$ cat src/rtl/fighter_attack_sequencer.sv
// ============================================================================
// Module      : fighter_attack_sequencer
// Description : Per-player punch / crouch-punch animation sequencer driving
//               sprite set, frame index, hitbox window and busy/done flags.
// Revision    : 1.0 - initial release
// ============================================================================
`default_nettype none

module fighter_attack_sequencer #(
    parameter int NUM_FRAMES     = 4,
    parameter int FRAME_W        = 2,
    parameter int HOLD_TICKS     = 3,
    parameter int ACTIVE_FIRST   = 1,
    parameter int ACTIVE_LAST    = 2,
    parameter int COOLDOWN_TICKS = 2
) (
    input  logic               Clk,
    input  logic               Reset_n,
    input  logic               frame_tick,
    input  logic               attack_req,
    input  logic               crouch,
    input  logic               hit_stun,
    output logic [1:0]         sprite_sel,
    output logic [FRAME_W-1:0] frame_idx,
    output logic               hitbox_active,
    output logic               busy,
    output logic               done
);

    localparam int HOLD_W = (HOLD_TICKS > 1) ? $clog2(HOLD_TICKS) : 1;
    localparam int CD_W   = (COOLDOWN_TICKS > 1) ? $clog2(COOLDOWN_TICKS) : 1;

    localparam logic [1:0] ST_IDLE     = 2'd0;
    localparam logic [1:0] ST_CROUCH   = 2'd1;
    localparam logic [1:0] ST_ATTACK   = 2'd2;
    localparam logic [1:0] ST_COOLDOWN = 2'd3;

    localparam logic [1:0] SEL_PUNCH        = 2'd2;
    localparam logic [1:0] SEL_CROUCH_PUNCH = 2'd3;

    localparam logic [FRAME_W-1:0] FRAME_LAST = FRAME_W'(NUM_FRAMES - 1);
    localparam logic [FRAME_W-1:0] ACT_FIRST  = FRAME_W'(ACTIVE_FIRST);
    localparam logic [FRAME_W-1:0] ACT_LAST   = FRAME_W'(ACTIVE_LAST);
    localparam logic [HOLD_W-1:0]  HOLD_LAST  = HOLD_W'(HOLD_TICKS - 1);
    localparam logic [CD_W-1:0]    CD_LAST    = CD_W'(COOLDOWN_TICKS - 1);

    logic [1:0]         state;
    logic [HOLD_W-1:0]  hold_cnt;
    logic [CD_W-1:0]    cd_cnt;
    logic               pending;

    logic [1:0]         state_nx;
    logic [HOLD_W-1:0]  hold_nx;
    logic [CD_W-1:0]    cd_nx;
    logic               pending_nx;
    logic [1:0]         sel_nx;
    logic [FRAME_W-1:0] frame_nx;
    logic               done_nx;
    logic               hitbox_nx;
    logic               busy_nx;

    // Rest pose (idle or crouch) as both a state and its sprite set.
    logic [1:0]         rest_sel;
    assign rest_sel = {1'b0, crouch};

    always_comb begin
        state_nx   = state;
        hold_nx    = hold_cnt;
        cd_nx      = cd_cnt;
        pending_nx = pending;
        sel_nx     = sprite_sel;
        frame_nx   = frame_idx;
        done_nx    = 1'b0;

        if (hit_stun) begin
            state_nx   = ST_COOLDOWN;
            cd_nx      = '0;
            hold_nx    = '0;
            frame_nx   = '0;
            pending_nx = 1'b0;
            sel_nx     = rest_sel;
        end else begin
            case (state)
                ST_IDLE, ST_CROUCH: begin
                    if (attack_req) begin
                        pending_nx = 1'b1;
                    end
                    if (frame_tick) begin
                        if (pending || attack_req) begin
                            state_nx   = ST_ATTACK;
                            frame_nx   = '0;
                            hold_nx    = '0;
                            pending_nx = 1'b0;
                            sel_nx     = crouch ? SEL_CROUCH_PUNCH : SEL_PUNCH;
                        end else begin
                            state_nx = rest_sel;
                            sel_nx   = rest_sel;
                        end
                    end
                end
                ST_ATTACK: begin
                    if (frame_tick) begin
                        if (hold_cnt != HOLD_LAST) begin
                            hold_nx = hold_cnt + 1'b1;
                        end else if (frame_idx != FRAME_LAST) begin
                            frame_nx = frame_idx + 1'b1;
                            hold_nx  = '0;
                        end else begin
                            state_nx = ST_COOLDOWN;
                            cd_nx    = '0;
                            hold_nx  = '0;
                            frame_nx = '0;
                            sel_nx   = rest_sel;
                            done_nx  = 1'b1;
                        end
                    end
                end
                default: begin
                    if (frame_tick) begin
                        sel_nx = rest_sel;
                        if (cd_cnt == CD_LAST) begin
                            state_nx = rest_sel;
                            cd_nx    = '0;
                        end else begin
                            cd_nx = cd_cnt + 1'b1;
                        end
                    end
                end
            endcase
        end

        // Registered flags are derived from the next state so they line up with frame_idx.
        hitbox_nx = (state_nx == ST_ATTACK) && (frame_nx >= ACT_FIRST) && (frame_nx <= ACT_LAST);
        busy_nx   = (state_nx == ST_ATTACK) || (state_nx == ST_COOLDOWN);
    end

    always_ff @(posedge Clk or negedge Reset_n) begin
        if (!Reset_n) begin
            state         <= ST_IDLE;
            hold_cnt      <= '0;
            cd_cnt        <= '0;
            pending       <= 1'b0;
            sprite_sel    <= 2'd0;
            frame_idx     <= '0;
            hitbox_active <= 1'b0;
            busy          <= 1'b0;
            done          <= 1'b0;
        end else begin
            state         <= state_nx;
            hold_cnt      <= hold_nx;
            cd_cnt        <= cd_nx;
            pending       <= pending_nx;
            sprite_sel    <= sel_nx;
            frame_idx     <= frame_nx;
            hitbox_active <= hitbox_nx;
            busy          <= busy_nx;
            done          <= done_nx;
        end
    end

endmodule

`default_nettype wire

$ cat config.mk
export PLATFORM = sky130hd
export DESIGN_NAME = fighter_attack_sequencer
export DESIGN_NICKNAME = d
export VERILOG_FILES = /design/src/rtl/fighter_attack_sequencer.sv
export SDC_FILE = /design/constraint.sdc
export NUM_CORES = 1
export LEC_CHECK = 0
export BUFFER_PORTS_ARGS = -buffer_cell sky130_fd_sc_hd__buf_2
export CORE_MARGIN = 10
export CORE_UTILIZATION = 30
export CTS_BUF_LIST = sky130_fd_sc_hd__clkbuf_8
export DETAILED_ROUTE_END_ITERATION = 12
export GPL_TIMING_DRIVEN = 0
export SYNTH_ARGS = -nofsm -noshare
export SYNTH_HDL_FRONTEND = slang
export SYNTH_SLANG_ARGS = --single-unit
$ cat constraint.sdc
create_clock -name Clk -period 2.3 [get_ports Clk]
set_input_delay 0.46 -clock Clk [delete_from_list [all_inputs] [get_ports Clk]]
set_output_delay 0.46 -clock Clk [all_outputs]
set_load 0.02 [all_outputs]
# ---- Yosys cells after proc, flatten, opt, wreduce, memory -nomap -nowiden
# Index checks and enable logic that the tools add are counted.
dict set report totals {
  reg_bits 13
  in_bits 6
  output_inout_bits 7
  elab_cells 86
}
dict set report classes {
  n_addsub 3
  magnitude_cmp 2
  n_eq_ne 12
  n_mux 48
  reduce_logical 12
}
# operator count
set op_table {}
lappend op_table {{2-to-1 mux 2 bit} 26}
lappend op_table {{2-to-1 mux 1 bit} 17}
lappend op_table {{case mux 2 bit (2 select lines)} 4}
lappend op_table {{!= test 3 bit, second input constant} 5}
lappend op_table {{AND reduction 4 bit} 2}
lappend op_table {{== test 2 bit, second input constant} 3}
lappend op_table {{!= test 2 bit, second input constant} 3}
lappend op_table {{adder 2 x 1 -> 2 bit, second input constant} 2}
lappend op_table {{nonzero test 2 bit} 2}
lappend op_table {{AND reduction 3 bit} 1}
lappend op_table {{nonzero test 3 bit} 1}
lappend op_table {{== test 2 x 1 -> 1 bit, second input constant} 1}
lappend op_table {{greater-or-equal comparator 2 x 1 -> 1 bit, second input constant} 1}
lappend op_table {{less-or-equal comparator 2 bit, second input constant} 1}
lappend op_table {{logical AND 1 bit} 2}
lappend op_table {{logical NOT 2 bit} 1}
lappend op_table {{logical OR 1 bit} 2}
lappend op_table {{case mux 1 bit (2 select lines)} 1}
lappend op_table {{OR reduction 2 bit} 1}
lappend op_table {{adder 1 bit, second input constant} 1}

# ---- Logic depth before layout (Yosys ltp)
dict set report depth {
  word_depth 9
  ltp_mapped 6
  ltp_nobuf 5
}

# ---- Worst setup path before layout
# Ideal clock, no wire load.
dict set report synth_timing {
  path_kind {flip-flop to flip-flop}
  from {reg frame_idx[0]}
  to {reg hitbox_active}
  setup_ns 0.080
  arrival_time_ns 1.625
  required_ns 2.220
  setup_slack_ns 0.595
  stages_incl_launch_ff 6
  path_cell_list {dfrtp_1 -> ha_1 -> or4_4 -> a21oi_4 -> xnor2_1 -> nor3b_2}
}
dict set report synth_via {
  elab_chain_cells 9
  elab_cells_between_ends 19
  classes_between {add/sub: 1; order compare: 2; eq/ne: 2; mux: 12; reduce/logical: 2}
}
# item line
set synth_rtl {}
lappend synth_rtl {{start, declared} 24} ;# output logic [FRAME_W-1:0] frame_idx,
lappend synth_rtl {{start signal, assigned} 154} ;# frame_idx <= frame_nx;
lappend synth_rtl {{adder 2 x 1 -> 2 bit or != test 2 bit (tied branches)} {106, 105}}
lappend synth_rtl {{2-to-1 mux 2 bit} 105} ;# end else if (frame_idx != FRAME_LAST) begin
lappend synth_rtl {{2-to-1 mux 2 bit} 103} ;# if (hold_cnt != HOLD_LAST) begin
lappend synth_rtl {{2-to-1 mux 2 bit} 102} ;# if (frame_tick) begin
lappend synth_rtl {{case mux 2 bit (2 select lines) (*)} 83} ;# case (state)
lappend synth_rtl {{2-to-1 mux 2 bit (*)} 75} ;# if (hit_stun) begin
lappend synth_rtl {{named net frame_nx[0]} 57} ;# logic [FRAME_W-1:0] frame_nx;
lappend synth_rtl {{greater-or-equal comparator 2 x 1 -> 1 bit} 133} ;# hitbox_nx = (state_nx == ST_ATTACK) && (frame_nx >= ACT_FIRST) && (frame_nx <= ACT_LAST);
lappend synth_rtl {{logical AND 1 bit} 133}
lappend synth_rtl {{logical AND 1 bit (*)} 133}
lappend synth_rtl {{named net hitbox_nx} 59} ;# logic hitbox_nx;
lappend synth_rtl {{end signal, assigned} 155} ;# hitbox_active <= hitbox_nx;
lappend synth_rtl {{end, declared} 25} ;# output logic hitbox_active,
# The timed path passes the listed nets; every way through them passes the cells marked *.
# A chain may end at the register's enable or synchronous reset.

# ---- Worst setup path after layout
dict set report layout_timing {
  from {reg state[1]}
  to {reg hitbox_active}
}
dict set report layout_via {
  elab_cells_between_ends 19
  classes_between {order compare: 2; eq/ne: 3; mux: 10; reduce/logical: 4}
}
# item line
set layout_rtl {}
lappend layout_rtl {{start, declared} 47} ;# logic [1:0] state;
lappend layout_rtl {{start signal, assigned} 149} ;# state <= state_nx;
lappend layout_rtl {{== test 2 x 1 -> 1 bit or logical NOT 2 bit (tied branches)} 83}
lappend layout_rtl {{OR reduction 2 bit} 83}
lappend layout_rtl {{case mux 2 bit (2 select lines) (*)} 83}
lappend layout_rtl {{2-to-1 mux 2 bit (*)} 75}
lappend layout_rtl {{named net frame_nx[1]} 57}
lappend layout_rtl {{greater-or-equal comparator 2 x 1 -> 1 bit} 133}
lappend layout_rtl {{logical AND 1 bit} 133}
lappend layout_rtl {{logical AND 1 bit (*)} 133}
lappend layout_rtl {{named net hitbox_nx} 59}
# Marked as above.

==> summary.txt <==
Outcome
  – Status: finished, final reports clean

Worst setup path
  – Worst endpoint required time: around 2.5 ns
  – Crit Path Max Fanout: 10
  – Crit Path Class: reg2reg
  – CP Capture Type: register
  – Slowest CP cell: o31ai_1
  – CP arrival: roughly 1.9 ns
  – Crit start category: register
  – Reg2reg setup slack: between 0.5 and 0.6 ns
  – R2R cell count: 5
  – Delay of the slowest critical-path stage: 0.66 ns
  – Top delay family on crit path: compound AO/OA/AOI/OAI gates
  – CP cell instances: buf_6 -> o31ai_1 -> a21oi_1 -> xnor2_1 -> nor3b_2
  – CP Buf/Inv Count: 1
  – CP Depth: 5

Logic synthesis
  – FF+latch count, synth: 13
  – Most numerous cell in the Yosys netlist: dfrtp_1
  – Synthesized area: roughly 680 um2
  – Netlist cell types: 31
  – Register area share after synthesis: between 40% and 50%
  – Synth Net Count: 71
  – Top-area cell type share of the netlist area: a little under half
  – Avg Cell Area, Syn: approximately 11 um2
  – Top cells by count, synth: dfrtp_1, a21oi_1, nand2_1, o21ai_0
  – Adder-cell share of the synthesized area: around 1.8%
  – Top_reg_cell synth: dfrtp_1
  – Syn Inst Count: 64
  – Async set-or-reset flop fraction in the synthesized netlist: 100%
  – EDFF count, synth: 0
  – Synth area leaders: dfrtp_1, a21oi_1, buf_6
  – Simple-gate share of the synthesized area: approximately 20%
  – Area leader, netlist: dfrtp_1
  – Post-synthesis mux area share: under 10%
  – Largest family of logic cells by synthesized area: compound AO/OA/AOI/OAI gates
  – Yosys Warn Count: 0
  – Post-synthesis xor/xnor area fraction: between 1 and 1.5%
  – Compound-Gate Fraction of Synth Area: between 20% and 30%

Finish
  – Layout area overhead: 19.2%
  – Reg area: ~330 um2
  – Ant. Diodes: 0
  – Layout cells sized above 1: between 30% and 40%
  – # fillers: approximately 230
  – Final nets: between 80 and 90
  – Multi-input gate area: slightly above 300 um2

Clock network
  – Clock Latency Late Sink: 0.24 ns
  – CTS buffer count: 3
  – Postcts setup bufs: 0
  – CTS tree: built
  – Cts-stage hold buffer count: 0
  – Cts repair resizes: 0
  – Worst-path clk slew: ~0.060 ns
  – CTS Buffer Depth: 2
  – Root buf cell: clkbuf_8
  – H-tree levels: 1
  – # clock sinks: 13

Placed design
  – Pre-CTS setup slack: a little under 0.4 ns
  – Final RePlAce weighted congestion: 0.776
  – Port bufs: 10
  – Detailed placement HPWL: 1150 um

Timing
  – Final Hold Vio Count: 0
  – Setup Skew: roughly 0.0058 ns
  – Shortest period the worst path allows: around 1.8 ns
  – Max-slew violation count: 0
  – Worst slew margin: between 40% and 50%
  – FMAX: ~560 MHz
  – Period utilisation layout: 77.2%
  – Worst-margin pin slew: approximately 0.76 ns
  – Final TNS setup: 0 ns
  – Setup-failing EPs final: 0
  – Setup WS post-layout: ~0.52 ns
  – RSZ-0062 raised after global routing: false

Pwr
  – Switch Pwr: ~130 uW
  – Peak supply drop: approximately 0.28 mV
  – Pwr Density: 637 nW/um2
  – Switching portion of total power: between 20% and 30%
  – Static leakage: ~0.36 nW
  – Internal cell power: roughly 390 uW
  – Clock Power Share: between 30% and 40%
  – Share of power burned in registers: between 40% and 50%
  – Comb power frac: a little over an eighth

Drt
  – Via density: slightly below 5
  – DR iter-0 viols: 15
  – Wire length per cell: between 10 and 15 um
  – Met3 wire length: around 110 um
  – Total Wirelength: between 1000 and 1500 um
  – DR vias: between 500 and 600
  – DRT met1 WL: slightly above 600 um
  – # DRC: 0
  – DR top layer: met4
  – Pre-antenna DRT Iters: 4
  – WL met2: 672 um
  – Routed Antenna Nets: 0

Floorplan
  – DIE AREA: 4570 um2
  – Die Wd: between 60 and 70 um
  – Initial core utilization: between 30 and 40%
  – Standard-cell rows: 17
  – Die H: ~68 um
  – Core box area: ~2200 um2
  – I/O pins: 13

Flow run
  – Max Cap Viol: 0

Hold path
  – HP Class: in2async

Global route
  – Largest net degree at the start of global routing: 14
  – Initial antenna violation count: 0
  – Gr ovfl total: 0
  – First-pass GRT wire length: about 2400 um
  – Aggregate global-route resource usage: approximately 7.2%
  – Number of global-route vias before repair: around 550
## state kept, by name (all words and copies together), names as in the netlist
name,cells
busy,1
hitbox_active,1
state,2
sprite_sel,2
pending,1
frame_idx,2
hold_cnt,2
done,1
cd_cnt,1
## power groups by stage
stage                     Clock, mW  Sequential, mW  Combinational [mW]
final                         0.197           0.249              0.0701
after global routing          0.215           0.251              0.0802
after CTS                     0.204           0.249              0.0710
after detailed placement          0           0.253              0.0711
after global placement            0           0.252              0.0696
after floorplan                   0           0.255              0.0466
## worst reg2reg max path, stage by stage, from the launching register on
cell	delay (ns)
dfrtp_1	0.37
buf_6	0.14
o31ai_1	0.67
a21oi_1	0.16
xnor2_1	0.19
nor3b_2	0.18
## through the flow
step           utilization, %  total power [mW]  instances  hold WS (ns)  area, um2
2_1_floorplan               -             0.301         64         0.164        679
6_report                 37.0             0.516        106        0.0878        810
3_3_place_gp             34.9             0.322        102         0.361        764
5_1_grt                  37.0             0.546        106         0.115        810
3_5_place_dp             34.9             0.324        102         0.367        764
4_1_cts                  37.0             0.524        106        0.0987        810
## kinds of logic after synthesis
kind of cell,count (synthesis)
XOR/XNOR,1
AND/OR/NAND/NOR,20
AO/OA/AOI/OAI,21
multiplexers,1
flip-flops,13
adder cells (fa/ha/maj),1
buffers and inverters,7
## metal layers
layer / global-route usage, % / up-vias
met4: 6.92 / 0
met3: 2.31 / 5
met1: 7.98 / 237
met5: 0 / -
li1: - / 260
met2: 10.6 / 14
## cell type report
type	instances	share of cell area, %
clock buffer	3	5.10
sequential	13	40.2
buffer	3	3.25
inverter	4	2.16
clock inverter	1	0.464
timing repair buffer	10	6.18
tap	28	4.33
multi-input combinational	44	38.3
## final timing paths
path                                           startpoint                   endpoint
worst min register to register  sprite_sel[1]$_DFFE_PN0P_  sprite_sel[1]$_DFFE_PN0P_
max in group asynchronous                         Reset_n    hitbox_active$_DFF_PN0_
worst min-delay path                              Reset_n    hold_cnt[0]$_DFFE_PN0P_
worst max-delay path                   state[1]$_DFF_PN0_    hitbox_active$_DFF_PN0_
worst max register to register         state[1]$_DFF_PN0_    hitbox_active$_DFF_PN0_
min in group Clk                               frame_tick        pending$_DFFE_PN0P_
## placed cells by master (no fill, tap or decap), types with 2 or more instances in the layout
master	synthesis	routed
nor2_1	2	2
a21oi_1	6	6
clkbuf_8	0	3
buf_2	0	10
a21o_1	2	2
buf_6	2	2
nand2_1	6	6
dfrtp_1	13	13
nand3_1	3	3
o21ai_0	4	4
inv_1	3	4
o31ai_1	2	2
No activity file was read; power rests on OpenSTA's default activity.
